## src/rtl/simple_bus_arb_pkg.sv

```systemverilog
// -----------------------------------------------------------------------------
// simple_bus_arb_pkg
// Shared types and widths for the simple bus arbiter and the simple_bus_if.
//   arb_state_e : arbiter FSM states (IDLE, GRANT, GAP)
//   BUS_AW      : bus address width
//   BUS_DW      : bus data width
//   HOLD_W      : width of the saturating hold counter
// -----------------------------------------------------------------------------
package simple_bus_arb_pkg;

  localparam int BUS_AW = 8;
  localparam int BUS_DW = 8;
  localparam int HOLD_W = 4;

  // Legacy-compatible encodings, reused as the enum values.
  localparam logic [1:0] ST_IDLE  = 2'd0;
  localparam logic [1:0] ST_GRANT = 2'd1;
  localparam logic [1:0] ST_GAP   = 2'd2;

  typedef enum logic [1:0] {
    IDLE  = ST_IDLE,
    GRANT = ST_GRANT,
    GAP   = ST_GAP
  } arb_state_e;

endpackage

```

## src/rtl/simple_bus_if.sv

```systemverilog
// -----------------------------------------------------------------------------
// simple_bus_if
// Shared simple bus: one address, one data byte and a request strobe.
//   master modport : driven by the arbiter (addr, data, req outputs)
//   slave modport  : observed by slaves and monitors (addr, data, req inputs)
// -----------------------------------------------------------------------------
interface simple_bus_if;
  import simple_bus_arb_pkg::*;

  logic [BUS_AW-1:0] addr;
  logic [BUS_DW-1:0] data;
  logic              req;

  modport master (output addr, output data, output req);
  modport slave  (input addr, input data, input req);

endinterface

```

## src/rtl/rr_picker.sv

```systemverilog
// -----------------------------------------------------------------------------
// rr_picker
// Combinational round-robin selector: returns the first asserted request
// found searching upward from rr_ptr_i, wrapping past N_REQ-1 back to 0.
//   req_i    : request vector
//   rr_ptr_i : index searched first
//   found_o  : at least one request is asserted
//   winner_o : index of the selected request (0 when none)
// -----------------------------------------------------------------------------
module rr_picker #(
  parameter int N_REQ = 4
) (
  input  logic [N_REQ-1:0]         req_i,
  input  logic [$clog2(N_REQ)-1:0] rr_ptr_i,
  output logic                     found_o,
  output logic [$clog2(N_REQ)-1:0] winner_o
);

  localparam int IDX_W = $clog2(N_REQ);

  // Rotated view of the request vector: slot gi holds request (rr_ptr + gi) mod N.
  logic [IDX_W:0]   sum [N_REQ];
  logic [IDX_W-1:0] idx [N_REQ];
  logic [N_REQ-1:0] hit;

  genvar gi;
  generate
    for (gi = 0; gi < N_REQ; gi++) begin : g_rot
      assign sum[gi] = {1'b0, rr_ptr_i} + (IDX_W+1)'(gi);
      assign idx[gi] = (sum[gi] >= (IDX_W+1)'(N_REQ)) ?
                       IDX_W'(sum[gi] - (IDX_W+1)'(N_REQ)) : sum[gi][IDX_W-1:0];
      assign hit[gi] = req_i[idx[gi]];
    end
  endgenerate

  // Scanning from the far end lets the nearest hit overwrite the others.
  always_comb begin
    found_o  = 1'b0;
    winner_o = '0;
    for (int i = N_REQ - 1; i >= 0; i--) begin
      if (hit[i]) begin
        found_o  = 1'b1;
        winner_o = idx[i];
      end
    end
  end

endmodule

```

## src/rtl/simple_bus_arbiter.sv

```systemverilog
// -----------------------------------------------------------------------------
// simple_bus_arbiter
// Round-robin arbiter sharing one simple_bus_if among N_REQ requesters.
// An owner keeps the bus while it requests, but is released after MAX_HOLD
// cycles once someone else is waiting; a one-cycle GAP separates owners.
//   clk_i   : clock
//   reset_i : synchronous active-high reset
//   req_i   : per-requester request
//   addr_i  : packed per-requester address, slice k = [8k+7:8k]
//   data_i  : packed per-requester data, same slicing
//   gnt_o   : registered one-hot grant, zero when no owner
//   owner_o : current owner index, 0 when no owner
//   busy_o  : high in GRANT and GAP
//   bus_if  : shared bus, master side
// -----------------------------------------------------------------------------
module simple_bus_arbiter
  import simple_bus_arb_pkg::*;
#(
  parameter int N_REQ    = 4,
  parameter int MAX_HOLD = 4
) (
  input  logic                      clk_i,
  input  logic                      reset_i,
  input  logic [N_REQ-1:0]          req_i,
  input  logic [N_REQ*BUS_AW-1:0]   addr_i,
  input  logic [N_REQ*BUS_DW-1:0]   data_i,
  output logic [N_REQ-1:0]          gnt_o,
  output logic [$clog2(N_REQ)-1:0]  owner_o,
  output logic                      busy_o,
  simple_bus_if.master              bus_if
);

  localparam int                IDX_W    = $clog2(N_REQ);
  localparam logic [HOLD_W-1:0] HOLD_MAX = HOLD_W'(MAX_HOLD);
  localparam logic [IDX_W-1:0]  LAST_IDX = IDX_W'(N_REQ - 1);

  generate
    if (N_REQ < 2 || N_REQ > 8) begin : g_bad_n_req
      $error("simple_bus_arbiter: N_REQ must be in 2..8");
    end
    if (MAX_HOLD < 1 || MAX_HOLD > 15) begin : g_bad_max_hold
      $error("simple_bus_arbiter: MAX_HOLD must be in 1..15");
    end
  endgenerate

  arb_state_e        state_q, state_d;
  logic [IDX_W-1:0]  owner_q, owner_d;
  logic [IDX_W-1:0]  rr_ptr_q, rr_ptr_d;
  logic [HOLD_W-1:0] hold_cnt_q, hold_cnt_d;
  logic [N_REQ-1:0]  gnt_q, gnt_d;

  logic              pick_found;
  logic [IDX_W-1:0]  pick_idx;
  logic [N_REQ-1:0]  owner_mask;
  logic              owner_req;
  logic              others_req;
  logic              release_now;
  logic              bus_req;

  rr_picker #(
    .N_REQ (N_REQ)
  ) u_picker (
    .req_i    (req_i),
    .rr_ptr_i (rr_ptr_q),
    .found_o  (pick_found),
    .winner_o (pick_idx)
  );

  genvar gi;
  generate
    for (gi = 0; gi < N_REQ; gi++) begin : g_mask
      assign owner_mask[gi] = (owner_q == IDX_W'(gi));
      // Grant is registered, so it is computed from the next-state values.
      assign gnt_d[gi]      = (state_d == GRANT) && (owner_d == IDX_W'(gi));
    end
  endgenerate

  assign owner_req  = req_i[owner_q];
  assign others_req = |(req_i & ~owner_mask);
  // Hold limit only forces a release when someone else is actually waiting.
  assign release_now = !owner_req || ((hold_cnt_q == HOLD_MAX) && others_req);

  always_comb begin
    state_d    = state_q;
    owner_d    = owner_q;
    rr_ptr_d   = rr_ptr_q;
    hold_cnt_d = hold_cnt_q;
    case (state_q)
      IDLE, GAP: begin
        if (pick_found) begin
          state_d    = GRANT;
          owner_d    = pick_idx;
          hold_cnt_d = HOLD_W'(1);
        end else begin
          state_d = IDLE;
        end
      end
      GRANT: begin
        if (release_now) begin
          state_d  = GAP;
          // Advancing past the owner keeps it from winning straight back.
          rr_ptr_d = (owner_q == LAST_IDX) ? '0 : owner_q + 1'b1;
        end else if (hold_cnt_q != HOLD_MAX) begin
          hold_cnt_d = hold_cnt_q + 1'b1;
        end
      end
      default: state_d = IDLE;
    endcase
  end

  always_ff @(posedge clk_i) begin
    if (reset_i) begin
      state_q    <= IDLE;
      owner_q    <= '0;
      rr_ptr_q   <= '0;
      hold_cnt_q <= '0;
      gnt_q      <= '0;
    end else begin
      state_q    <= state_d;
      owner_q    <= owner_d;
      rr_ptr_q   <= rr_ptr_d;
      hold_cnt_q <= hold_cnt_d;
      gnt_q      <= gnt_d;
    end
  end

  assign gnt_o   = gnt_q;
  assign owner_o = (state_q == GRANT) ? owner_q : '0;
  assign busy_o  = (state_q != IDLE);

  // Bus request follows the owner's live request, so it drops in the same
  // cycle the owner lets go, one cycle ahead of gnt_o.
  assign bus_req     = (state_q == GRANT) && owner_req;
  assign bus_if.req  = bus_req;
  assign bus_if.addr = bus_req ? addr_i[owner_q*BUS_AW +: BUS_AW] : '0;
  assign bus_if.data = bus_req ? data_i[owner_q*BUS_DW +: BUS_DW] : '0;

endmodule

```

## src/flat_wrapper.sv

```systemverilog
// flat-port wrapper written by rule: the top's interface ports become plain ports
module simple_bus_arbiter_flat import simple_bus_arb_pkg::*;
#(
  parameter int N_REQ    = 4,
  parameter int MAX_HOLD = 4
)
  (clk_i, reset_i, req_i, addr_i, data_i, gnt_o, owner_o, busy_o, bus_if_addr, bus_if_data, bus_if_req);
  simple_bus_if bus_if_i ();
  input  logic clk_i;
  input  logic reset_i;
  input  logic [N_REQ-1:0] req_i;
  input  logic [N_REQ*BUS_AW-1:0] addr_i;
  input  logic [N_REQ*BUS_DW-1:0] data_i;
  output logic [N_REQ-1:0] gnt_o;
  output logic [$clog2(N_REQ)-1:0] owner_o;
  output logic busy_o;
  output wire logic [$bits(bus_if_i.addr)-1:0] bus_if_addr;
  output wire logic [$bits(bus_if_i.data)-1:0] bus_if_data;
  output wire logic [$bits(bus_if_i.req)-1:0] bus_if_req;
  assign bus_if_addr = bus_if_i.addr;
  assign bus_if_data = bus_if_i.data;
  assign bus_if_req = bus_if_i.req;
  simple_bus_arbiter #(.N_REQ(N_REQ), .MAX_HOLD(MAX_HOLD)) u_core (.clk_i(clk_i), .reset_i(reset_i), .req_i(req_i), .addr_i(addr_i), .data_i(data_i), .gnt_o(gnt_o), .owner_o(owner_o), .busy_o(busy_o), .bus_if(bus_if_i));
endmodule
```

## config.mk

```make
export PLATFORM = sky130hd
export DESIGN_NAME = simple_bus_arbiter_flat
export DESIGN_NICKNAME = d
export VERILOG_FILES = /design/src/rtl/simple_bus_arb_pkg.sv /design/src/rtl/simple_bus_if.sv /design/src/rtl/rr_picker.sv /design/src/rtl/simple_bus_arbiter.sv /design/src/flat_wrapper.sv
export SDC_FILE = /design/constraint.sdc
export NUM_CORES = 1
export LEC_CHECK = 0
export CAP_MARGIN = 20
export CELL_PAD_IN_SITES_DETAIL_PLACEMENT = 1
export CELL_PAD_IN_SITES_GLOBAL_PLACEMENT = 1
export CORE_AREA = 8 8 80 82
export DETAILED_ROUTE_END_ITERATION = 8
export DIE_AREA = 0 0 88 90
export GPL_TIMING_DRIVEN = 0
export PLACE_DENSITY_LB_ADDON = 0.1
export SLEW_MARGIN = 25
export SYNTH_ARGS = -nofsm -noshare
export SYNTH_HDL_FRONTEND = slang
export SYNTH_SLANG_ARGS = --single-unit
```

## constraint.sdc

```tcl
create_clock -name clk_i -period 6.5 [get_ports clk_i]
set_clock_uncertainty 0.1 [all_clocks]
set_input_delay 1.625 -clock clk_i [delete_from_list [all_inputs] [get_ports clk_i]]
set_output_delay 1.625 -clock clk_i [all_outputs]
set_load 0.02 [all_outputs]
```

==> flow_summary.json <==
{
  "final_hold_viol_count": 0,
  "rsz0062_at_grt": "no",
  "drive_gt1_share_pct": 14.8,
  "post-cts-setup-buffers": 0,
  "power_density_mw_per_mm2": 143,
  "antenna_cells": 0,
  "clk_path_buf_depth": 2,
  "cpMaxStageDelayCell": "clkdlybuf4s50_1",
  "crit_top_cell": "clkdlybuf4s50_1",
  "worstPathCellList": "clkdlybuf4s50_1 > mux4_2 > buf_2 > clkbuf_1 > and3_1 > clkdlybuf4s50_1",
  "io_pins": 94,
  "seq_power_share_pct": 28.5,
  "worstSetupStartpointType": "primary input",
  "cts_sinks": 14,
  "clock_power_share_pct": 25.8,
  "yosys_warnings": 0,
  "dp.final_hpwl_mm": 4.99,
  "synth_cell_types": 40,
  "max_cap_violations": 0,
  "maxSlewViolCount": 0,
  "post_drt_wl_per_cell_um": 20.0,
  "required_ns": 4.78,
  "synth_edf_count": 0,
  "post_cts_resized": 0,
  "vias": 1453,
  "ys_top_cells_by_count": "mux4_2 (17), and3_1 (16), dfxtp_1 (14)",
  "cts_buffers": 3,
  "yosysTopAreaCell": "mux4_2",
  "critical_path_arrival_ns": 3.96,
  "htreeDepth": 1,
  "worstSetupPathType": "primary input to output port",
  "combPwrFrac_pct": 45.7,
  "synth_fp_nets": 202,
  "cts_tree": "done",
  "cp_max_fo": 10,
  "grt_max_degree": 11,
  "insertion_delay_ns": 0.25,
  "gp_congestion": 0.784,
  "swShare_pct": 30.1,
  "leakagePower_nw": 0.884,
  "avgSynthCellArea_um2": 10.3,
  "area_growth_pct": 83.0,
  "drtAntennaViolNets": 0,
  "rows": 27,
  "clockRootBuffer": "clkbuf_8",
  "hp-class": "flip-flop to flip-flop",
  "intPower_w": 0.000237,
  "core_region_area_mm2": 0.00524,
  "slew_headroom_pct": 61.6,
  "critical_path_buf_inv_count": 4,
  "drt_first_pass_iters": 4,
  "seq_area_frac_synth_pct": 21.6,
  "grt_first_pass_wirelength_mm": 8.93,
  "ys_seq_elements": 14,
  "globalRouteTotalUtil_pct": 14.7,
  "status": "finished, final reports clean",
  "setup_viol": 0,
  "async_reset_ff_share_pct": 0,
  "setup_tns_ns": 0,
  "routed_wl_mm": 5.90,
  "placed_cell_area_mm2": 0.00232,
  "fin_crit_sh_pct": 87.5,
  "route.detailed.drc": 0,
  "drt-initial-drc-count": 48,
  "slowest_delay_ns": 0.64,
  "hold_slack_ns": 0.429,
  "end_kind": "output port",
  "synth_ff_type": "dfxtp_1",
  "path_clk_slew_ns": 0.06,
  "final_area_mm2": 0.00237,
  "synth.most_common_cell": "mux4_2",
  "switching_power_w": 0.000102,
  "fp.dieW_um": 88,
  "final_nets": 300,
  "tightestPinTransition_ns": 0.576,
  "min_period_ns": 5.69,
  "vias_per_cell": 4.93,
  "syn_inst": 126,
  "ir_worst_vdd_v": 0.000121,
  "die_y_um": 90,
  "yosys-top-cells-area": "mux4_2 (30%), dfxtp_1 (22%), and3_1 (7.7%)",
  "finalPower_w": 0.000339,
  "n_fill_cell": 582,
  "overflow": 0,
  "placement.io_buffers": 93,
  "antenna_found_initial": 0,
  "grt_pass1_vias": 1580,
  "ctsHoldBuffers": 0,
  "yosys.area.top_type_share_pct": 29.5,
  "fmax_mhz": 176,
  "initial_core_util_pct": 24.8,
  "path_delay_family": "buffers and inverters",
  "die_area_mm2": 0.00792,
  "synth_area_mm2": 0.00130
}
[layout by cell type, fill, tap and decap left out, types with 4 or more instances in the layout]
cell type        count
nor2b_1              4
buf_2                4
clkbuf_8             4
and3_1              16
clkbuf_1             5
nand2b_1             8
mux4_2              17
dfxtp_1             14
inv_1                5
nor2_1               6
clkdlybuf4s50_1     93
ha_1                 6
[through the flow]
stage               cells  setup WS, ns  util [%]
floorplan             126          2.14         -
global placement      291         0.879      44.3
detailed placement    291         0.814      44.3
CTS                   295         0.823      45.3
global route          295         0.663      45.3
finish                295         0.814      45.3
[layer usage]
layer  GRT usage, %  wire length (µm)  vias to the layer above
met5              0                 0                        -
met4           4.73                85                        0
met3           5.28               572                        7
met2           26.5              2900                       64
met1           15.1              2340                      704
li1               -                 -                      678
[power by group through the flow]
stage,clock network [W],logic (W),registers (W)
CTS,0.0000912,0.000158,0.0000966
detailed placement,0,0.000157,0.0000984
global route,0.0000991,0.000167,0.0000974
floorplan,0,0.0000748,0.0000992
finish,0.0000873,0.000155,0.0000965
global placement,0,0.000152,0.0000980
[area by class of cell]
class | instances | area [µm²] | area share, %
buffer | 9 | 38.8 | 1.64
clock buffer | 4 | 55.1 | 2.32
inverter | 6 | 22.5 | 0.949
multi-input combinational | 97 | 955 | 40.2
sequential | 14 | 280 | 11.8
tap | 72 | 90.1 | 3.80
timing repair buffer | 93 | 931 | 39.2
[kinds of logic (layout without fill, tap and decap cells)]
group,Yosys count,after routing,share of synthesized area [%]
simple gates,55,55,26.2
flops,14,14,21.6
mux,20,20,32.0
buf+inv,15,112,4.73
fa+ha+maj,6,6,5.79
compound gates,15,15,9.07
xor+xnor,1,1,0.676
[worst register-to-register path: cells and delay by family (launching register included)]
family / cells / cell delay [ns]
AND/OR/NAND/NOR: 1 / 0.14
AO/OA/AOI/OAI: 2 / 0.50
adder cells (fa/ha/maj): 1 / 0.18
multiplexers: 1 / 0.34
flip-flops: 1 / 0.39
buffers and inverters: 3 / 0.94
[path summary, 6_finish.rpt]
kind	cells past startpoint	start	to	slack (ns)
hold / removal	2	u_core.hold_cnt_q[3]	u_core.hold_cnt_q[3]	0.43
hold reg to reg	2	u_core.hold_cnt_q[3]	u_core.hold_cnt_q[3]	0.43
setup reg to reg	8	u_core.owner_q[1]	u_core.rr_ptr_q[0]	3.81
setup / recovery	6	req_i[0]	bus_if_data[5]	0.81
[flip-flops by register name (all words and copies together), names as in the netlist]
register           flops
u_core.gnt_o           4
u_core.rr_ptr_q        2
u_core.hold_cnt_q      4
u_core.owner_q         2
u_core.state_q         2
No activity file was read; power rests on OpenSTA's default activity.
